===== config.mk =====
export PLATFORM = sky130hd
export DESIGN_NAME = br_fwd_unit
export DESIGN_NICKNAME = d
export VERILOG_FILES = /design/src/rtl/br_fwd_pkg.sv /design/src/rtl/br_fwd_sel.sv /design/src/rtl/br_fwd_unit.sv
export SDC_FILE = /design/constraint.sdc
export NUM_CORES = 1
export LEC_CHECK = 0
export CAP_MARGIN = 10
export CORE_MARGIN = 10
export CORE_UTILIZATION = 30
export CTS_CLUSTER_SIZE = 28
export DETAILED_ROUTE_END_ITERATION = 12
export PLACE_DENSITY = 0.83
export SETUP_SLACK_MARGIN = 0.5
export SLEW_MARGIN = 0
export SYNTH_ARGS = -nofsm -noshare
export SYNTH_HDL_FRONTEND = slang
export SYNTH_SLANG_ARGS = --single-unit

===== constraint.sdc =====
create_clock -name clk_i -period 2.9 [get_ports clk_i]
set_clock_uncertainty 0.1 [all_clocks]
set_input_delay 0.58 -clock clk_i [delete_from_list [all_inputs] [get_ports clk_i]]
set_output_delay 0.58 -clock clk_i [all_outputs]
set_load 0.03 [all_outputs]

===== src/rtl/br_fwd_pkg.sv =====
// -----------------------------------------------------------------------------
// br_fwd_pkg
// Shared types for the branch operand forwarding unit.
//   fwd_sel_e     : per-source operand select (ID / EX alu / MEM alu / MEM load)
//   stall_state_e : stall-reason state held by br_fwd_unit
// -----------------------------------------------------------------------------
package br_fwd_pkg;

    typedef enum logic [1:0] {
        FWD_ID      = 2'b00,
        FWD_EX_ALU  = 2'b01,
        FWD_MEM_ALU = 2'b10,
        FWD_MEM_LD  = 2'b11
    } fwd_sel_e;

    typedef enum logic [1:0] {
        ST_IDLE        = 2'b00,
        ST_STALL_EXLD  = 2'b01,
        ST_STALL_MEMLD = 2'b10
    } stall_state_e;

endpackage : br_fwd_pkg


===== src/rtl/br_fwd_sel.sv =====
// -----------------------------------------------------------------------------
// br_fwd_sel
// Forwarding select for a single branch source operand: detects EX/MEM
// producer matches, applies EX-over-MEM priority and muxes the operand.
// Purely combinational.
//   i_rs_addr / i_rs_data        : register-file address and read data
//   i_ex_*                       : EX stage destination, write enable, load flag, alu result
//   i_mem_*                      : MEM stage destination, write enable, load flag, alu result, load data
//   o_fwd_sel                    : chosen source (fwd_sel_e)
//   o_rs_data                    : forwarded operand
//   o_ex_ld_hit                  : operand is produced by a load still in EX
// -----------------------------------------------------------------------------
module br_fwd_sel
    import br_fwd_pkg::*;
#(
    parameter int XLEN   = 32,
    parameter int REG_AW = 5
) (
    input  logic [REG_AW-1:0] i_rs_addr,
    input  logic [XLEN-1:0]   i_rs_data,
    input  logic [REG_AW-1:0] i_ex_rd_addr,
    input  logic              i_ex_rd_wren,
    input  logic              i_ex_is_ld,
    input  logic [XLEN-1:0]   i_ex_alu_data,
    input  logic [REG_AW-1:0] i_mem_rd_addr,
    input  logic              i_mem_rd_wren,
    input  logic              i_mem_is_ld,
    input  logic [XLEN-1:0]   i_mem_alu_data,
    input  logic [XLEN-1:0]   i_mem_ld_data,
    output fwd_sel_e          o_fwd_sel,
    output logic [XLEN-1:0]   o_rs_data,
    output logic              o_ex_ld_hit
);

    logic w_src_nz;
    logic w_ex_hit;
    logic w_mem_hit;

    // x0 is hard-wired zero, so a write to it must never be forwarded.
    assign w_src_nz  = (i_rs_addr != '0);
    assign w_ex_hit  = i_ex_rd_wren  && (i_ex_rd_addr  == i_rs_addr) && w_src_nz;
    assign w_mem_hit = i_mem_rd_wren && (i_mem_rd_addr == i_rs_addr) && w_src_nz;

    assign o_ex_ld_hit = w_ex_hit && i_ex_is_ld;

    // NOTE: every output of a combinational block gets a default first, so no path leaves it unassigned and no latch is inferred.
    always_comb begin
        o_fwd_sel = FWD_ID;
        // EX holds the youngest producer. On an EX load hit the operand is
        // not yet available and the unit stalls, so the data is don't-care.
        if (w_ex_hit) begin
            o_fwd_sel = FWD_EX_ALU;
        end else if (w_mem_hit) begin
            o_fwd_sel = i_mem_is_ld ? FWD_MEM_LD : FWD_MEM_ALU;
        end
    end

    always_comb begin
        o_rs_data = i_rs_data;
        case (o_fwd_sel)
            FWD_EX_ALU:  o_rs_data = i_ex_alu_data;
            FWD_MEM_ALU: o_rs_data = i_mem_alu_data;
            FWD_MEM_LD:  o_rs_data = i_mem_ld_data;
            default:     o_rs_data = i_rs_data;
        endcase
    end

endmodule : br_fwd_sel


===== src/rtl/br_fwd_unit.sv =====
// -----------------------------------------------------------------------------
// br_fwd_unit
// Branch operand forwarding and load-use stall control for the ID stage.
// One br_fwd_sel per source does the matching and muxing; this level derives
// stall_o, tracks the stall reason, counts consecutive stalled cycles and
// raises a sticky timeout flag when the count reaches MAX_STALL.
//   clk_i, rst_i (sync, active-high)
//   ID_is_br_i, ID_rs_addr_i, ID_rs_data_i     : branch in ID and its sources
//   EX_* / MEM_*                               : producer info per stage
//   rs_data_o, fwd_sel_o                       : forwarded operands and selects
//   stall_o, stall_timeout_o                   : stall request, sticky timeout
//   perf_stall_cnt_o                           : total stalled cycles (only with BR_FWD_PERF_EN)
// Optional feature macro: BR_FWD_PERF_EN
// -----------------------------------------------------------------------------
module br_fwd_unit
    import br_fwd_pkg::*;
#(
    parameter int XLEN      = 32,
    parameter int NUM_SRC   = 2,
    parameter int REG_AW    = 5,
    parameter int MAX_STALL = 64
) (
    input  logic                           clk_i,
    input  logic                           rst_i,
    input  logic                           ID_is_br_i,
    input  logic [NUM_SRC-1:0][REG_AW-1:0] ID_rs_addr_i,
    input  logic [NUM_SRC-1:0][XLEN-1:0]   ID_rs_data_i,
    input  logic [REG_AW-1:0]              EX_rd_addr_i,
    input  logic                           EX_rd_wren_i,
    input  logic                           EX_is_ld_i,
    input  logic [XLEN-1:0]                EX_alu_data_i,
    input  logic [REG_AW-1:0]              MEM_rd_addr_i,
    input  logic                           MEM_rd_wren_i,
    input  logic                           MEM_is_ld_i,
    input  logic [XLEN-1:0]                MEM_alu_data_i,
    input  logic [XLEN-1:0]                MEM_ld_data_i,
    input  logic                           MEM_ld_vld_i,
    output logic [NUM_SRC-1:0][XLEN-1:0]   rs_data_o,
    output logic [NUM_SRC-1:0][1:0]        fwd_sel_o,
    output logic                           stall_o,
`ifdef BR_FWD_PERF_EN
    output logic [31:0]                    perf_stall_cnt_o,
`endif
    output logic                           stall_timeout_o
);

    localparam int CNT_W = $clog2(MAX_STALL + 1);

    fwd_sel_e           w_sel [NUM_SRC];
    logic [NUM_SRC-1:0] w_ex_ld_hit;
    logic [NUM_SRC-1:0] w_mem_ld_sel;
    logic               w_stall_exld;
    logic               w_stall_memld;
    stall_state_e       w_state_nxt;
    logic [CNT_W-1:0]   w_cnt_nxt;

    stall_state_e       r_state;
    logic [CNT_W-1:0]   r_stall_cnt;
    logic               r_timeout;

    for (genvar g = 0; g < NUM_SRC; g++) begin : g_src
        br_fwd_sel #(
            .XLEN   (XLEN),
            .REG_AW (REG_AW)
        ) u_sel (
            .i_rs_addr      (ID_rs_addr_i[g]),
            .i_rs_data      (ID_rs_data_i[g]),
            .i_ex_rd_addr   (EX_rd_addr_i),
            .i_ex_rd_wren   (EX_rd_wren_i),
            .i_ex_is_ld     (EX_is_ld_i),
            .i_ex_alu_data  (EX_alu_data_i),
            .i_mem_rd_addr  (MEM_rd_addr_i),
            .i_mem_rd_wren  (MEM_rd_wren_i),
            .i_mem_is_ld    (MEM_is_ld_i),
            .i_mem_alu_data (MEM_alu_data_i),
            .i_mem_ld_data  (MEM_ld_data_i),
            .o_fwd_sel      (w_sel[g]),
            .o_rs_data      (rs_data_o[g]),
            .o_ex_ld_hit    (w_ex_ld_hit[g])
        );

        assign fwd_sel_o[g]    = w_sel[g];
        assign w_mem_ld_sel[g] = (w_sel[g] == FWD_MEM_LD);
    end

    // Stall is decided in the current cycle; the moment MEM_ld_vld_i rises the
    // MEMLD term drops and the load data goes straight through the mux.
    assign w_stall_exld  = ID_is_br_i && (|w_ex_ld_hit);
    assign w_stall_memld = ID_is_br_i && (|w_mem_ld_sel) && !MEM_ld_vld_i;
    assign stall_o       = w_stall_exld || w_stall_memld;

    always_comb begin
        w_state_nxt = ST_IDLE;
        if (w_stall_exld) begin
            w_state_nxt = ST_STALL_EXLD;
        end else if (w_stall_memld) begin
            w_state_nxt = ST_STALL_MEMLD;
        end
    end

    // Saturating count of consecutive stalled cycles; any free cycle clears it.
    always_comb begin
        w_cnt_nxt = '0;
        if (stall_o) begin
            w_cnt_nxt = (r_stall_cnt == CNT_W'(MAX_STALL)) ? r_stall_cnt
                                                            : r_stall_cnt + CNT_W'(1);
        end
    end

    // NOTE: sequential state uses non-blocking assignments so every register samples pre-edge values regardless of statement order.
    always_ff @(posedge clk_i) begin
        if (rst_i) begin
            r_state     <= ST_IDLE;
            r_stall_cnt <= '0;
            r_timeout   <= 1'b0;
        end else begin
            r_state     <= w_state_nxt;
            r_stall_cnt <= w_cnt_nxt;
            // Flag rises on the edge where the count lands on MAX_STALL.
            if (w_cnt_nxt == CNT_W'(MAX_STALL)) begin
                r_timeout <= 1'b1;
            end
        end
    end

    assign stall_timeout_o = r_timeout;

`ifdef BR_FWD_PERF_EN
    logic [31:0] r_perf_stall_cnt;

    always_ff @(posedge clk_i) begin
        if (rst_i) begin
            r_perf_stall_cnt <= '0;
        end else if (stall_o) begin
            r_perf_stall_cnt <= r_perf_stall_cnt + 32'd1;
        end
    end

    assign perf_stall_cnt_o = r_perf_stall_cnt;
`endif

endmodule : br_fwd_unit


==> flow_summary.yaml, run 1 <==
run_status:
  status: "aborted with a tool error"
  failed_stage: "global routing"
  error: "[ERROR DPL-0038] Utilization greater than 100%, impossible to legalize"
clocking:
  clock_path_buffers: 2
  cts_sinks: 8
  cts_hold_buffers: 0
  cts-root-buf: "clkbuf_8"
  cts_buffers: 3
  h-tree-depth: 1
floorplan:
  die_x_um: 111
  die_h_um: 111
  num_io_pins: 258
  rows: 33
  initial_core_util: 0.305
yosys:
  syn_nets: 609
  synth_ff_type: "dfxtp_1"
  synth_async_sr_flop_share: 0
  synth_commonest_cells: "nand2_1, o21ai_0, o21ai_1"
  synth_top_area_frac: 0.203
  yosysWarningCount: 0
  syn_area_sq_um: 2460
  syn_inst: 419
  synth.most_common_cell: "nand2_1"
  yosys_register_bits: 8
  synth_edf_count: 0
  syn_area_per_cell_sq_um: 5.88
  ys_seq_area_frac: 0.0650
  synth_top_cell_by_area: "nand2_1"
  ys_types: 35
  yosys-top-cells-area: "nand2_1, o21ai_0, mux2i_1"
placed_design:
  routabilityCongestion: 0.948
  numPortBuffers: 257
  pre_cts_slack_ns: -0.471
  placed_area_sq_um: 5690
  dp_hpwl_um: 13000
grt:
  grt_max_degree: 27
timing:
  grt-worst-endpoint: "rs_data_o[11]"
  worst-ep-kind: "primary output"
## repair_timing
action,in CTS
pin swaps,72
setup buffers,38
gates cloned,22
setup endpoints to repair,77
resized for setup,316
## kinds of logic after synthesis
family | Yosys count | share of synthesized area
multiplexers | 32 | 0.130
AND/OR/NAND/NOR | 172 | 0.306
XOR/XNOR | 27 | 0.0959
flip-flops | 8 | 0.0650
adder cells (fa/ha/maj) | 2 | 0.0102
buffers and inverters | 37 | 0.0812
AO/OA/AOI/OAI | 141 | 0.312
## stage by stage
| stage | util | instances |
|---|---|---|
| after floorplan | - | 419 |
| after global placement | 0.703 | 781 |
| after detailed placement | 0.703 | 781 |
| after CTS | 0.950 | 844 |
==> run 2: changes to the inputs <==
--- a/config.mk
+++ b/config.mk
@@ -7,11 +7,9 @@
 export LEC_CHECK = 0
 export CAP_MARGIN = 10
 export CORE_MARGIN = 10
-export CORE_UTILIZATION = 30
-export CTS_CLUSTER_SIZE = 28
+export CORE_UTILIZATION = 28
 export DETAILED_ROUTE_END_ITERATION = 12
-export PLACE_DENSITY = 0.83
-export SETUP_SLACK_MARGIN = 0.5
+export PLACE_DENSITY_LB_ADDON = 0.15
 export SLEW_MARGIN = 0
 export SYNTH_ARGS = -nofsm -noshare
 export SYNTH_HDL_FRONTEND = slang
==> run 2 against run 1 <==
Against the previous run: the flow now finishes, with violations (negative setup slack); synthesized cell count did not move; synthesized area did not move.
==> flow_summary.yaml, run 2 <==
run_status:
  status: "finished with violations"
  violations: "negative setup slack"
placed_design:
  pre_cts_slack_ns: -0.458
  dp_hpwl_um: 12400
  routabilityCongestion: 0.871
  placed_area_sq_um: 5180
  dpl.cell_count: 773
  numPortBuffers: 257
hold_path:
  hold_path.class: "flop to flop"
  min_from: "stall_timeout_o$_SDFFE_PP0N_"
grt:
  grt_pass1_wl_um: 25700
  grt_overflow: 0
  grt.total_usage: 0.249
  grt_pass1_vias: 4589
  grt_max_degree: 26
  antenna_found_initial: 0
timing:
  max_freq_ghz: 0.331
  finalSetupViolations: 20
  min_period_ns: 3.02
  slew_viol_final: 0
  tns_ns: -1.00
  slew_headroom: 0.613
  period_share: 1.04
  whs_ns: 0.365
  worstMarginPinSlew_ns: 0.564
  timing_hold_violations_final: 0
  rsz0062_at_grt: "true"
  setup_slack_ns: -0.122
cells_and_area:
  finish.instance_area_sq_um: 6740
  regMostFlops: "r_stall_cnt"
  final_common_cell: "clkdlybuf4s50_1"
  drive_gt1_frac: 0.428
  final_cell_mix: "clkdlybuf4s50_1, nand2_1, o21ai_2"
  fin_util: 0.781
  fillCellCount: 572
  final_cell_count_no_fill: 815
  nNetsFinal: 898
  largest_reg_flops: 7
  area_growth_pct: 174
floorplan:
  core_area_sq_um: 8640
  dieArea_sq_um: 13000
  rows: 34
  die_h_um: 114
  initial_core_util: 0.285
  die_x_um: 114
  num_io_pins: 258
critical_path:
  critPathKind: "primary input to output pin"
  cp-startpoint: "ID_rs_addr_i[2]"
  r2r_start: "r_stall_cnt[0]$_SDFF_PP0_"
  required_ns: 2.22
  arrival_ns: 2.34
  setup.worst_path.start_class: "primary input"
  r2r_slack_ns: 1.18
  cp-end-kind: "output pin"
  critical_path.max_fanout: 6
pwr:
  total_power_mw: 1.21
  p_leak_nw: 2.73
  ir_worst_vdd_mv: 0.115
  p_per_area_nw_per_um2: 180
yosys:
  yosys_register_bits: 8
  synth_edf_count: 0
  synth_async_sr_flop_share: 0
  yosysWarningCount: 0
  synth_commonest_cells: "nand2_1, o21ai_0, o21ai_1"
  syn_inst: 419
  syn_area_per_cell_sq_um: 5.88
  yosys-top-cells-area: "nand2_1, o21ai_0, mux2i_1"
  ys_types: 35
  ys_seq_area_frac: 0.0650
  syn_area_sq_um: 2460
  synth_top_cell_by_area: "nand2_1"
  synth.most_common_cell: "nand2_1"
  synth_top_area_frac: 0.203
  syn_nets: 609
  synth_ff_type: "dfxtp_1"
clocking:
  cts_buffers: 3
  clock_latency_ns: 0.23
  h-tree-depth: 1
  cts-root-buf: "clkbuf_8"
  cts.clk_slew.worst_paths_ns: 0.04
  clock_path_buffers: 2
  cts_sinks: 8
  cts_tree: "done"
job:
  maxCapViolCount: 0
drt:
  vias: 4391
  drc: 0
  drtAntennaViolNets: 0
  drt-pass1-iter-count: 4
  drt_wl_total_um: 19000
  drt_iter0_drc: 308
  wire_per_inst_um: 23.3
  via_per_inst: 5.39
[run 2: cell counts after synthesis]
Identical to the previous run, type by type.
[run 2: power by group]
part / leakage [nW] / switching [mW] / internal [mW]
clock network: 0.0216 / 0.0441 / 0.0899
logic: 2.64 / 0.451 / 0.518
registers: 0.0644 / 0.000230 / 0.111
[run 2: logic make-up (layout without fill, tap and decap cells)]
| family | count (synthesis) | after routing | synth area share |
|---|---|---|---|
| flip-flops | 8 | 8 | 0.0650 |
| buffers and inverters | 37 | 324 | 0.0812 |
| other | 0 | 1 | 0 |
| adder cells (fa/ha/maj) | 2 | 2 | 0.0102 |
| multiplexers | 32 | 32 | 0.130 |
| XOR/XNOR | 27 | 27 | 0.0959 |
| AO/OA/AOI/OAI | 141 | 141 | 0.312 |
| AND/OR/NAND/NOR | 172 | 172 | 0.306 |
[run 2: worst paths after layout]
| check | to | cells past startpoint |
|---|---|---|
| max reg2reg | stall_timeout_o$_SDFFE_PP0N_ | 7 |
| min | stall_timeout_o$_SDFFE_PP0N_ | 2 |
| max | rs_data_o[3] | 10 |
| min reg2reg | stall_timeout_o$_SDFFE_PP0N_ | 2 |
[run 2: worst max-delay path, cell delays in order]
cell and delay, ns:
buf_6 0.10, or4_4 0.54, nor2_4 0.15, buf_6 0.13
nor4_4 0.04, buf_6 0.17, buf_8 0.14, buf_16 0.14
o21ai_1 0.15, buf_4 0.20
[run 2: layer usage]
| layer | share of wire | vias to the layer above | global-route usage |
|---|---|---|---|
| met1 | 0.35 | 2072 | 0.250 |
| li1 | - | 2031 | - |
| met3 | 0.078 | 57 | 0.0735 |
| met4 | 0.046 | 0 | 0.104 |
| met5 | 0 | - | 0 |
| met2 | 0.53 | 231 | 0.468 |
[run 2: cell type report]
type                       instances  area [sq um]  share of cell area
timing repair buffer             318          3570               0.529
multi-input combinational        374          2830               0.419
sequential                         8           160              0.0238
tap                              108           135              0.0200
clock buffer                       3          41.3             0.00612
inverter                           3          11.3             0.00167
antenna                            1          2.50            0.000371
[run 2: timing repair]
item / in CTS / in global routing
setup buffers: 21 / 2
cloned: 13 / 7
setup endpoints to repair: 69 / 68
hold buffers: 0 / 0
pin swaps: 43 / 65
resized for setup: 214 / 176
Note: power is estimated with default switching activity, not from simulation.
